### config.mk
export PLATFORM = sky130hd
export DESIGN_NAME = sqrt_gen
export DESIGN_NICKNAME = d
export VERILOG_FILES = /design/src/rtl/sqrt_gen_pkg.sv /design/src/rtl/sqrt_gen_step.sv /design/src/rtl/sqrt_gen.sv
export SDC_FILE = /design/constraint.sdc
export NUM_CORES = 1
export LEC_CHECK = 0
export ABC_AREA = 1
export ABC_CLOCK_PERIOD_IN_PS = 1700
export CAP_MARGIN = 20
export CORE_ASPECT_RATIO = 0.9
export CORE_UTILIZATION = 45
export DETAILED_ROUTE_END_ITERATION = 10
export DONT_BUFFER_PORTS = 1
export GPL_ROUTABILITY_DRIVEN = 0
export PLACE_DENSITY_LB_ADDON = 0.15
export SLEW_MARGIN = 40
export SYNTH_ARGS = -nofsm -noshare
export SYNTH_HDL_FRONTEND = slang
export SYNTH_SLANG_ARGS = --single-unit
### constraint.sdc
create_clock -name clk_i -period 1.7 [get_ports clk_i]
set_input_delay 0.085 -clock clk_i [delete_from_list [all_inputs] [get_ports clk_i]]
set_output_delay 0.085 -clock clk_i [all_outputs]
set_load 0.05 [all_outputs]
### src/rtl/sqrt_gen_pkg.sv
// Shared types and constants for the sequential restoring square-root unit.
// Holds the FSM encoding, the default radicand width and the counter sizing rule.
package sqrt_gen_pkg;

  localparam int SQRT_DEFAULT_WIDTH = 16;

  typedef enum logic [1:0] {
    ST_IDLE = 2'd0,
    ST_CALC = 2'd1,
    ST_DONE = 2'd2
  } sqrt_state_t;

  // The iteration counter must count down from RW-1; never narrower than one bit.
  function automatic int sqrt_cnt_width(input int rw);
    return (rw > 2) ? $clog2(rw) : 1;
  endfunction

endpackage

### src/rtl/sqrt_gen_step.sv
// One restoring square-root iteration: brings down two radicand bits and
// tries to subtract (root<<2)|1 from the widened partial remainder.
module sqrt_gen_step #(
  parameter int RW = 8
) (
  input  logic [RW-1:0] root_i,
  input  logic [RW+1:0] rem_i,
  input  logic [1:0]    bits_i,
  output logic [RW-1:0] root_o,
  output logic [RW+1:0] rem_o
);

  logic [RW+1:0] rem_sh;
  logic [RW+1:0] trial;
  logic          fits;

  // The remainder never exceeds 2*root, so the shifted value always fits RW+2 bits.
  assign rem_sh = (rem_i << 2) | (RW+2)'(bits_i);
  assign trial  = {root_i, 2'b01};
  assign fits   = (rem_sh >= trial);

  assign rem_o  = fits ? (rem_sh - trial) : rem_sh;
  assign root_o = {root_i[RW-2:0], fits};

endmodule

### src/rtl/sqrt_gen.sv
// Sequential integer square root: accepts a WIDTH-bit radicand, produces the
// floor root and remainder after RW enabled cycles, with valid/ready on both sides.
module sqrt_gen
  import sqrt_gen_pkg::*;
#(
  parameter int WIDTH = SQRT_DEFAULT_WIDTH
) (
  input  logic               clk_i,
  input  logic               rstn_i,
  input  logic               enb_i,
  input  logic [WIDTH-1:0]   dt_i,
  input  logic               valid_i,
  output logic               ready_o,
  output logic               busy_o,
  output logic [WIDTH/2-1:0] dt_o,
  output logic [WIDTH/2:0]   rem_o,
  output logic               valid_o,
  input  logic               ready_i,
  output logic [1:0]         state_o
);

  localparam int RW = WIDTH / 2;
  localparam int CW = sqrt_cnt_width(RW);

  if (((WIDTH % 2) != 0) || (WIDTH < 4)) begin : g_bad_width
    $error("sqrt_gen: WIDTH must be even and at least 4");
  end

  // Handshakes: a transfer happens on a rising edge where valid and ready are
  // both high and enb_i is high; with enb_i low nothing moves and nothing is lost.
  sqrt_state_t   state_q, state_d;
  logic [CW-1:0] cnt_q;
  logic [WIDTH-1:0] opnd_q;
  logic [RW-1:0] root_q, root_n;
  logic [RW+1:0] rem_q, rem_n;
  logic          accept, last_iter, release_out;

  assign accept      = valid_i && enb_i && (state_q == ST_IDLE);
  assign last_iter   = enb_i && (state_q == ST_CALC) && (cnt_q == '0);
  assign release_out = ready_i && enb_i && (state_q == ST_DONE);
  assign state_o     = state_q;

  sqrt_gen_step #(.RW(RW)) u_step (
    .root_i (root_q),
    .rem_i  (rem_q),
    .bits_i (opnd_q[WIDTH-1 -: 2]),
    .root_o (root_n),
    .rem_o  (rem_n)
  );

  always_ff @(posedge clk_i or negedge rstn_i) begin
    if (!rstn_i) begin
      state_q <= ST_IDLE;
    end else begin
      state_q <= state_d;
    end
  end

  always_comb begin
    state_d = state_q;
    case (state_q)
      ST_IDLE: if (accept)      state_d = ST_CALC;
      ST_CALC: if (last_iter)   state_d = ST_DONE;
      ST_DONE: if (release_out) state_d = ST_IDLE;
      default:                  state_d = ST_IDLE;
    endcase
  end

  always_comb begin
    ready_o = 1'b0;
    busy_o  = 1'b0;
    valid_o = 1'b0;
    case (state_q)
      ST_IDLE: ready_o = 1'b1;
      ST_CALC: busy_o  = 1'b1;
      ST_DONE: valid_o = 1'b1;
      default: ready_o = 1'b0;
    endcase
  end

  // Results are captured only on the last iteration and held through IDLE/CALC.
  always_ff @(posedge clk_i or negedge rstn_i) begin
    if (!rstn_i) begin
      cnt_q  <= '0;
      opnd_q <= '0;
      root_q <= '0;
      rem_q  <= '0;
      dt_o   <= '0;
      rem_o  <= '0;
    end else if (accept) begin
      cnt_q  <= CW'(RW - 1);
      opnd_q <= dt_i;
      root_q <= '0;
      rem_q  <= '0;
    end else if (enb_i && (state_q == ST_CALC)) begin
      opnd_q <= opnd_q << 2;
      root_q <= root_n;
      rem_q  <= rem_n;
      if (cnt_q == '0) begin
        dt_o  <= root_n;
        rem_o <= rem_n[RW:0];
      end else begin
        cnt_q <= cnt_q - 1'b1;
      end
    end
  end

endmodule

Word-level counts from Yosys, hierarchy flattened
Index checks and enable logic that the tools add are counted.
{"block": "classes", "magnitude_cmp": 1, "n_reduce_logical": 12, "n_bitwise": 2, "muxes": 17, "addsub": 2, "eq_ne": 6}
{"operator": "$mux W16", "count": 2}
{"operator": "$mux W8", "count": 4}
{"operator": "$ge A10 B10 Y1", "count": 1}
{"operator": "$or A10 B2 Y10", "count": 1}
{"operator": "$mux W3", "count": 3}
{"operator": "$mux W9", "count": 1}
{"operator": "$sub A9 B9 Y9", "count": 1}
{"operator": "$ne A2 B2 Y1 const B", "count": 4}
{"operator": "$logic_and A1 B1 Y1", "count": 6}
{"operator": "$mux W2", "count": 3}
{"operator": "$pmux W2 S3", "count": 1}
{"operator": "$reduce_and A3 Y1", "count": 2}
{"operator": "$logic_not A3 Y1", "count": 1}
{"operator": "$mux W1", "count": 3}
{"operator": "$sub A3 B1 Y3 const B", "count": 1}
{"operator": "$eq A2 B1 Y1 const B", "count": 1}
{"operator": "$eq A2 B2 Y1 const B", "count": 1}
{"operator": "$logic_not A2 Y1", "count": 1}
{"operator": "$reduce_and A2 Y1", "count": 1}
{"operator": "$reduce_bool A2 Y1", "count": 1}
{"operator": "$not A1 Y1", "count": 1}
{"block": "word_totals", "inputBits": 21, "ff_bits": 54}

Depth between registers and ports, before layout
Gate-level depths: netlist of run 1.
{"block": "logic_depth", "depth_word": 5, "ltp_mapped": 13}

Modules after synthesis
Synthesis of run 1 repeated with hierarchy kept, for this count alone.
{"block": "hier_totals", "hier_cells": 428, "area_unflattened_um2": 3238.1}
{"mod": "sqrt_gen", "seq_area_each_um2": 1401.3, "area_per_inst_um2": 2401.1, "cells_per_inst": 279, "instances": 1}
{"mod": "sqrt_gen_step", "seq_area_each_um2": 0.0, "area_per_inst_um2": 837.1, "cells_per_inst": 149, "instances": 1}

Worst setup path before layout of run 1
OpenSTA, ideal clock, no wires.
{"block": "synth_path", "path_kind": "reg2reg", "startpoint": "register state_q[1], in the netlist state_o[1]", "endpoint": "register opnd_q[11]", "slack_ps": -670, "t_arrival_ps": 2232, "stages_incl_launch_ff": 6, "setup_ps": 139, "n_path_buf": 1, "cell_sequence": "dfrtp_1 -> nor2_1 -> nand3_1 -> nand2_1 -> buf_2 -> o221ai_1"}
{"block": "synth_between", "elab_chain_len": 3, "word_cells_on_any_way": 6, "classes_between": "eq/ne: 1; mux: 1; reduce/logical: 4"}
{"element": "from (decl)", "line_no": "sqrt_gen.sv:31", "source": "sqrt_state_t state_q, state_d;"}
{"element": "from (signal assigned)", "line_no": "sqrt_gen.sv:55", "source": "state_q <= state_d;"}
{"element": "$eq A2 B1 Y1 / $logic_not A2 Y1 (equally long branches)", "line_no": "sqrt_gen.sv:95, sqrt_gen.sv:38"}
{"element": "$logic_and A1 B1 Y1, on equally long branches", "line_no": "sqrt_gen.sv:95, sqrt_gen.sv:38"}
{"element": "$reduce_bool A2 Y1 (no line) / $mux W16 (equally long branches)"}
{"element": "to (signal assigned)", "line_no": "sqrt_gen.sv:92", "source": "opnd_q <= dt_i;"}
{"element": "to (signal assigned)", "line_no": "sqrt_gen.sv:96", "source": "opnd_q <= opnd_q << 2;"}
{"element": "to (decl)", "line_no": "sqrt_gen.sv:33", "source": "logic [WIDTH-1:0] opnd_q;"}
Parallel ways exist; a longest one is shown, timed or not.
A chain may end at the register's enable or synchronous reset.

Worst setup path after layout of run 1
{"block": "layout_path", "startpoint": "register rem_q[3]", "endpoint": "register rem_q[3]"}
{"block": "layout_between", "elab_chain_len": 5}
{"element": "from (decl)", "line_no": "sqrt_gen.sv:35", "source": "logic [RW+1:0] rem_q, rem_n;"}
{"element": "from (signal assigned)", "line_no": "sqrt_gen.sv:98", "source": "rem_q <= rem_n;"}
{"element": "$or A10 B2 Y10", "line_no": "sqrt_gen_step.sv:18", "source": "assign rem_sh = (rem_i << 2) | (RW+2)'(bits_i);"}
{"element": "$ge A10 B10 Y1", "line_no": "sqrt_gen_step.sv:20", "source": "assign fits = (rem_sh >= trial);"}
{"element": "$mux W9", "line_no": "sqrt_gen_step.sv:22", "source": "assign rem_o = fits ? (rem_sh - trial) : rem_sh;"}
{"element": "$mux W8", "line_no": "sqrt_gen.sv:95", "source": "end else if (enb_i && (state_q == ST_CALC)) begin"}
{"element": "$mux W8", "line_no": "sqrt_gen.sv:90", "source": "end else if (accept) begin"}
Every way passes these cells. The select of a mux whose other input is x is not followed.

==> results.md, run 1 <==
- Startpoint types: register
- Worst Setup End Kind: register
- Most common cell after layout, fill and taps aside: nand2_1
- Clock sinks: 54
- Relative slew slack: 67.8%
- Yosys warning total: 0
- End of the critical path: rem_q[3]
- # setup viols final: 12
- H-tree levels: 2
- Worst-margin pin slew: 482 ps
- Initial antenna violation count: 0
- Pre-CTS WS: -85.8 ps
- Synth async-reset ratio: 100%
- Number of global-route vias before repair: 2499
- Filler Cells Inserted: 501
- Area Overhead vs Synth: 32.3%
- Reported max-cap violation count: 0
- Final Hold Viols: 0
- Hold_ws: 80.2 ps
- First-pass GRT wire length: 11600 um
- Total GRT Usage: 22.6%
- I/O pins: 43
- Final Non-Filler Cells: 471
- Critical Path AT: 1990 ps
- Syn_nets: 371
- CTS tree: built
- DRT Wirelength: 6700 um
- R2r setup slk: -40 ps
- Clock Skews: 6.96 ps
- Drt drc: 0
- Core area: 5820 um^2
- Final HPWL DP: 4570 um
- Drt first pass iters: 4
- FMAX: 0.576 GHz
- Via/cell ratio: 5.10
- HP Class: in2reg
- Launch point of the worst reg-to-reg path: rem_q[3]
- # rows: 26
- Die W: 85.0 um
- Final slew viol count: 0
- Setup Crit Path Kind: reg2reg
- Netlist cell types: 25
- Clk_lat worst skew: 320 ps
- Failing checks: setup timing
- WL/cell: 14.2 um
- Layout cell share with drive strength beyond 1: 28.2%
- IO buf count: 0
- Number of buffers created by CTS: 5
- Die area: 6520 um^2
- #FFs+latches synth: 54
- RSZ-0062 raised after global routing: yes
- N_diodes: 0
- Clk root buf: clkbuf_8
- Syn_area_per_cell: 8.26 um^2
- Final #Nets: 433
- Most frequent cells in the layout: nand2_1, dfrtp_1, buf_4
- Final worst slack: -37.4 ps
- Crit path max fanout: 6
- Post-synth EDFFs: 0
- Worst Path Required: 1960 ps
- Antenna Nets Post-Route: 0
- Ys flop type: dfrtp_1
- Tmin final: 1740 ps
- Post-Synthesis Cells: 338
- Grt total ovfl: 0
- DR iter-0 viols: 103
- Pin count of the biggest net entering global routing: 55
- Placed Cells: 438
- RR Endpoint: rem_q[3]
- CP startpoint: rem_q[3]
- Starting density of the core: 47.9%
- Register area share after synthesis: 48.4%
- Via count: 2400
- Status: complete, but fails checks
- Clock slew at the register clock pins of the worst setup and hold paths: 100 ps
- Worst-case clock buffer depth: 2
- Worst r2r path cells: 11
- Die Ht: 76.7 um
- Final cycle utilization of the critical path: 102%
- Mapped Area: 2790 um^2
[cells by family after synthesis]
kind of cell	share of synthesized area (%)
flops	48.4
xor+xnor	0.941
simple gates	26.9
buf+inv	8.52
fa+ha+maj	5.38
compound gates	9.82
[critical path: stages (launching register included)]
cell and delay, ps:
dfrtp_1 440, ha_4 290, nand2_4 100, inv_4 60, a21oi_4 180, nand2_4 90, nand2_8 100, buf_4 120
nand3_1 80, nand2_2 90, nand2_1 50, nand2_1 70
[flip-flops by register name, summed over array words and instances (netlist names)]
signal / count
opnd_q: 16
state_o: 2
dt_o: 8
rem_q: 8
rem_o: 9
root_q: 8
cnt_q: 3
[layer usage]
metal	GRT usage (%)	share of wire [%]	vias to the layer above
li1	-	-	1205
met1	31.5	49	1122
met2	35.1	45	61
met3	4.41	4.2	12
met4	8.14	2.0	0
met5	0	0	-
[repair_timing]
action	4_1_cts	5_1_grt
endpoints found under the hold margin	72	0
setup endpoints to repair	18	27
buffers inserted	2	2
gates resized for setup	25	18
pin swaps	6	10
hold buffers	21	0
[per-stage QoR]
step	TNS [ps]	util (%)	area (um^2)
floorplan	0	-	2820
global placement	-458	53.9	3140
detailed placement	-667	53.9	3140
CTS	-11.4	61.8	3600
global route	-2210	63.4	3690
finish	-176	63.4	3690
[final cells by class]
type | instances | area [um^2] | area share (%)
Multi-Input combinational cell | 227 | 1420 | 38.3
Sequential cell | 54 | 1350 | 36.7
Timing Repair Buffer | 64 | 558 | 15.1
Inverter | 48 | 188 | 5.08
Tap cell | 70 | 87.6 | 2.37
Clock buffer | 5 | 68.8 | 1.86
Clock inverter | 3 | 21.3 | 0.576
[Yosys cell counts, types with 2 or more instances]
| cell | n | area share, % |
|---|---|---|
| o221ai_1 | 12 | 3.8 |
| buf_4 | 2 | 0.54 |
| ha_1 | 12 | 5.4 |
| xor2_1 | 2 | 0.63 |
| inv_2 | 3 | 0.40 |
| nor2_4 | 3 | 1.2 |
| o21ai_0 | 12 | 2.2 |
| nand2_4 | 2 | 0.81 |
| nor2_1 | 11 | 1.5 |
| nand2_1 | 114 | 15 |
| o21ai_1 | 2 | 0.36 |
| buf_2 | 4 | 0.72 |
| nand3_1 | 22 | 3.9 |
| nand2_2 | 13 | 2.9 |
| nand3b_1 | 3 | 0.81 |
| inv_1 | 44 | 5.9 |
| dfrtp_1 | 54 | 48 |
| clkbuf_1 | 2 | 0.27 |
| a21oi_1 | 8 | 1.4 |
| o22ai_1 | 8 | 1.8 |
[how the worst min path moves through the flow]
stage | from | endpoint | slack, ps | cells past startpoint
after floorplan | rstn_i | cnt_q[0] | -210 | 0
after global placement | rstn_i | opnd_q[6] | -210 | 0
after detailed placement | rstn_i | opnd_q[6] | -210 | 0
after CTS | enb_i | rem_q[6] | 80 | 4
after global routing | enb_i | rem_q[7] | 120 | 4
final | enb_i | rem_q[6] | 80 | 4
Power of run 1 is not shown: default switching activity piles up to over one toggle a cycle in this logic, so the estimate is an artifact.
==> run 2, diff against run 1 <==
- CTS_CLUSTER_DIAMETER: unset -> 30
- SKIP_CTS_REPAIR_TIMING: unset -> 1
- SYNTH_HIERARCHICAL: unset -> 1
==> results.md, run 2 <==
- CTS tree: built (unchanged)
- Status: complete, but fails checks (unchanged)
- Final Non-Filler Cells: 541 (was 471)
- Syn_nets: 431 (was 371)
- R2r setup slk: -40 ps (about the same)
- Post-Synthesis Cells: 398 (was 338)
- Launch point of the worst reg-to-reg path: root_q[2] (was rem_q[3])
- Drt drc: 0 (unchanged)
- Worst Path Required: 1910 ps (was 1960 ps)
- FMAX: 0.575 GHz (was 0.576 GHz)
- Worst-case clock buffer depth: 2 (unchanged)
- Worst r2r path cells: 13 (was 11)
- Final Hold Viols: 0 (unchanged)
- Setup Crit Path Kind: reg2reg (unchanged)
- Clock slew at the register clock pins of the worst setup and hold paths: 110 ps (was 100 ps)
- Syn_area_per_cell: 7.71 um^2 (was 8.26 um^2)
- Via/cell ratio: 4.92 (was 5.10)
- Biggest register: opnd_q (unchanged)
- Filler Cells Inserted: 607 (was 501)
- RSZ-0062 raised after global routing: yes (unchanged)
- Clk_lat worst skew: 310 ps (was 320 ps)
- Reported max-cap violation count: 0 (unchanged)
- Antenna Nets Post-Route: 0 (unchanged)
- Final slew viol count: 0 (unchanged)
- Number of buffers created by CTS: 5 (unchanged)
- Clock Skews: 14.1 ps (was 6.96 ps)
- Final cycle utilization of the critical path: 102% (about the same)
- Startpoint types: register (unchanged)
- Final #Nets: 483 (was 433)
- Grt total ovfl: 0 (unchanged)
- IO buf count: 0 (unchanged)
- Worst Hold Depth: 4 (unchanged)
- Critical Path AT: 1950 ps (was 1990 ps)
- Failing checks: setup timing (unchanged)
- Number of global-route vias before repair: 2403 (was 2499)
- Worst Setup End Kind: register (unchanged)
- DR iter-0 viols: 89 (was 103)
- Core area: 6590 um^2 (was 5820 um^2)
- Area Overhead vs Synth: 32.6% (was 32.3%)
- Starting density of the core: 46.6% (was 47.9%)
- Tmin final: 1740 ps (about the same)
- Via count: 2663 (was 2400)
- N_diodes: 0 (unchanged)
- Pin count of the biggest net entering global routing: 55 (unchanged)
- Final worst slack: -39.6 ps (was -37.4 ps)
- Clk root buf: clkbuf_8 (unchanged)
- Top Registers: opnd_q (16), rem_o (9) (unchanged)
- Die Ht: 80.3 um (was 76.7 um)
- Mapped Area: 3070 um^2 (was 2790 um^2)
- First-pass GRT wire length: 11000 um (was 11600 um)
- Most common cell after layout, fill and taps aside: nand2_1 (unchanged)
- H-tree levels: 2 (unchanged)
- Layout cell share with drive strength beyond 1: 29.0% (was 28.2%)
- I/O pins: 43 (unchanged)
- DRT Wirelength: 7420 um (was 6700 um)
- RR Endpoint: rem_o[4] (was rem_q[3])
- Drt first pass iters: 4 (unchanged)
- Die W: 89.0 um (was 85.0 um)
- # rows: 28 (was 26)
- HP Class: in2reg (unchanged)
- Most frequent cells in the layout: nand2_1, nand3_1, dfrtp_1 (was nand2_1, dfrtp_1, buf_4)
- Total GRT Usage: 19.9% (was 22.6%)
- # setup viols final: 14 (was 12)
- WL/cell: 13.7 um (was 14.2 um)
- Hold Crit Endpoint: root_q[0] (was rem_q[6])
- Yosys warning total: 6 (was 0)
- Die area: 7150 um^2 (was 6520 um^2)
- Initial antenna violation count: 0 (unchanged)
- Worst-margin pin slew: 516 ps (was 482 ps)
- Max FFs per register: 16 (unchanged)
- Relative slew slack: 65.6% (was 67.8%)
- Hold Path Origin: enb_i (unchanged)
- Clock sinks: 54 (unchanged)
- Final HPWL DP: 4690 um (was 4570 um)
- Placed Cells: 510 (was 438)
- Crit path max fanout: 7 (was 6)
[run 2: how the worst max path moves through the flow]
stage	from	to	slack (ps)	cells past startpoint
2_1_floorplan	root_q[5]	dt_o[0]	10	10
5_1_grt	root_q[2]	rem_q[4]	-130	13
4_1_cts	root_q[5]	rem_q[1]	-170	9
3_5_place_dp	root_q[5]	rem_q[1]	-150	9
6_report	root_q[2]	rem_o[4]	-40	13
3_3_place_gp	root_q[7]	rem_q[1]	-120	9
[run 2: final cells by class]
type,count,area (um^2),area share [%]
Sequential cell,54,1350,33.3
Clock buffer,5,68.8,1.69
Inverter,35,131,3.23
Multi-Input combinational cell,287,1730,42.7
Clock inverter,3,40.0,0.985
Tap cell,90,113,2.77
Timing Repair Buffer,67,626,15.4
[run 2: metal layers]
metal  part of all wire (%)  wire (um)  GRT usage, %
met3                    3.7        275          3.91
met5                      0          0             0
met2                     51       3800          34.5
met1                     44       3300          26.1
met4                   0.62         46          3.33
[run 2: worst max-delay path, stage by stage (launching register included)]
cell	delay [ps]
dfrtp_1	390
inv_1	100
ha_4	220
nand2_4	100
inv_2	50
nand2_1	70
nand2_1	60
nand2_2	80
nand4_4	120
clkbuf_16	200
nand2_4	70
o21ai_4	60
nand2_1	70
nand2_1	50
[run 2: per-stage QoR]
stage | cell area (um^2) | hold WS, ps | TNS (ps) | util, % | worst slack [ps]
floorplan | 3090 | -211 | 0 | - | 13.8
CTS | 3500 | -552 | -2080 | 53.1 | -175
global placement | 3390 | -209 | -1350 | 51.5 | -123
detailed placement | 3390 | -209 | -1820 | 51.5 | -146
global route | 4070 | 21.1 | -1980 | 61.7 | -127
finish | 4070 | 8.95 | -297 | 61.7 | -39.6
Power of run 2 is left out for the same reason.
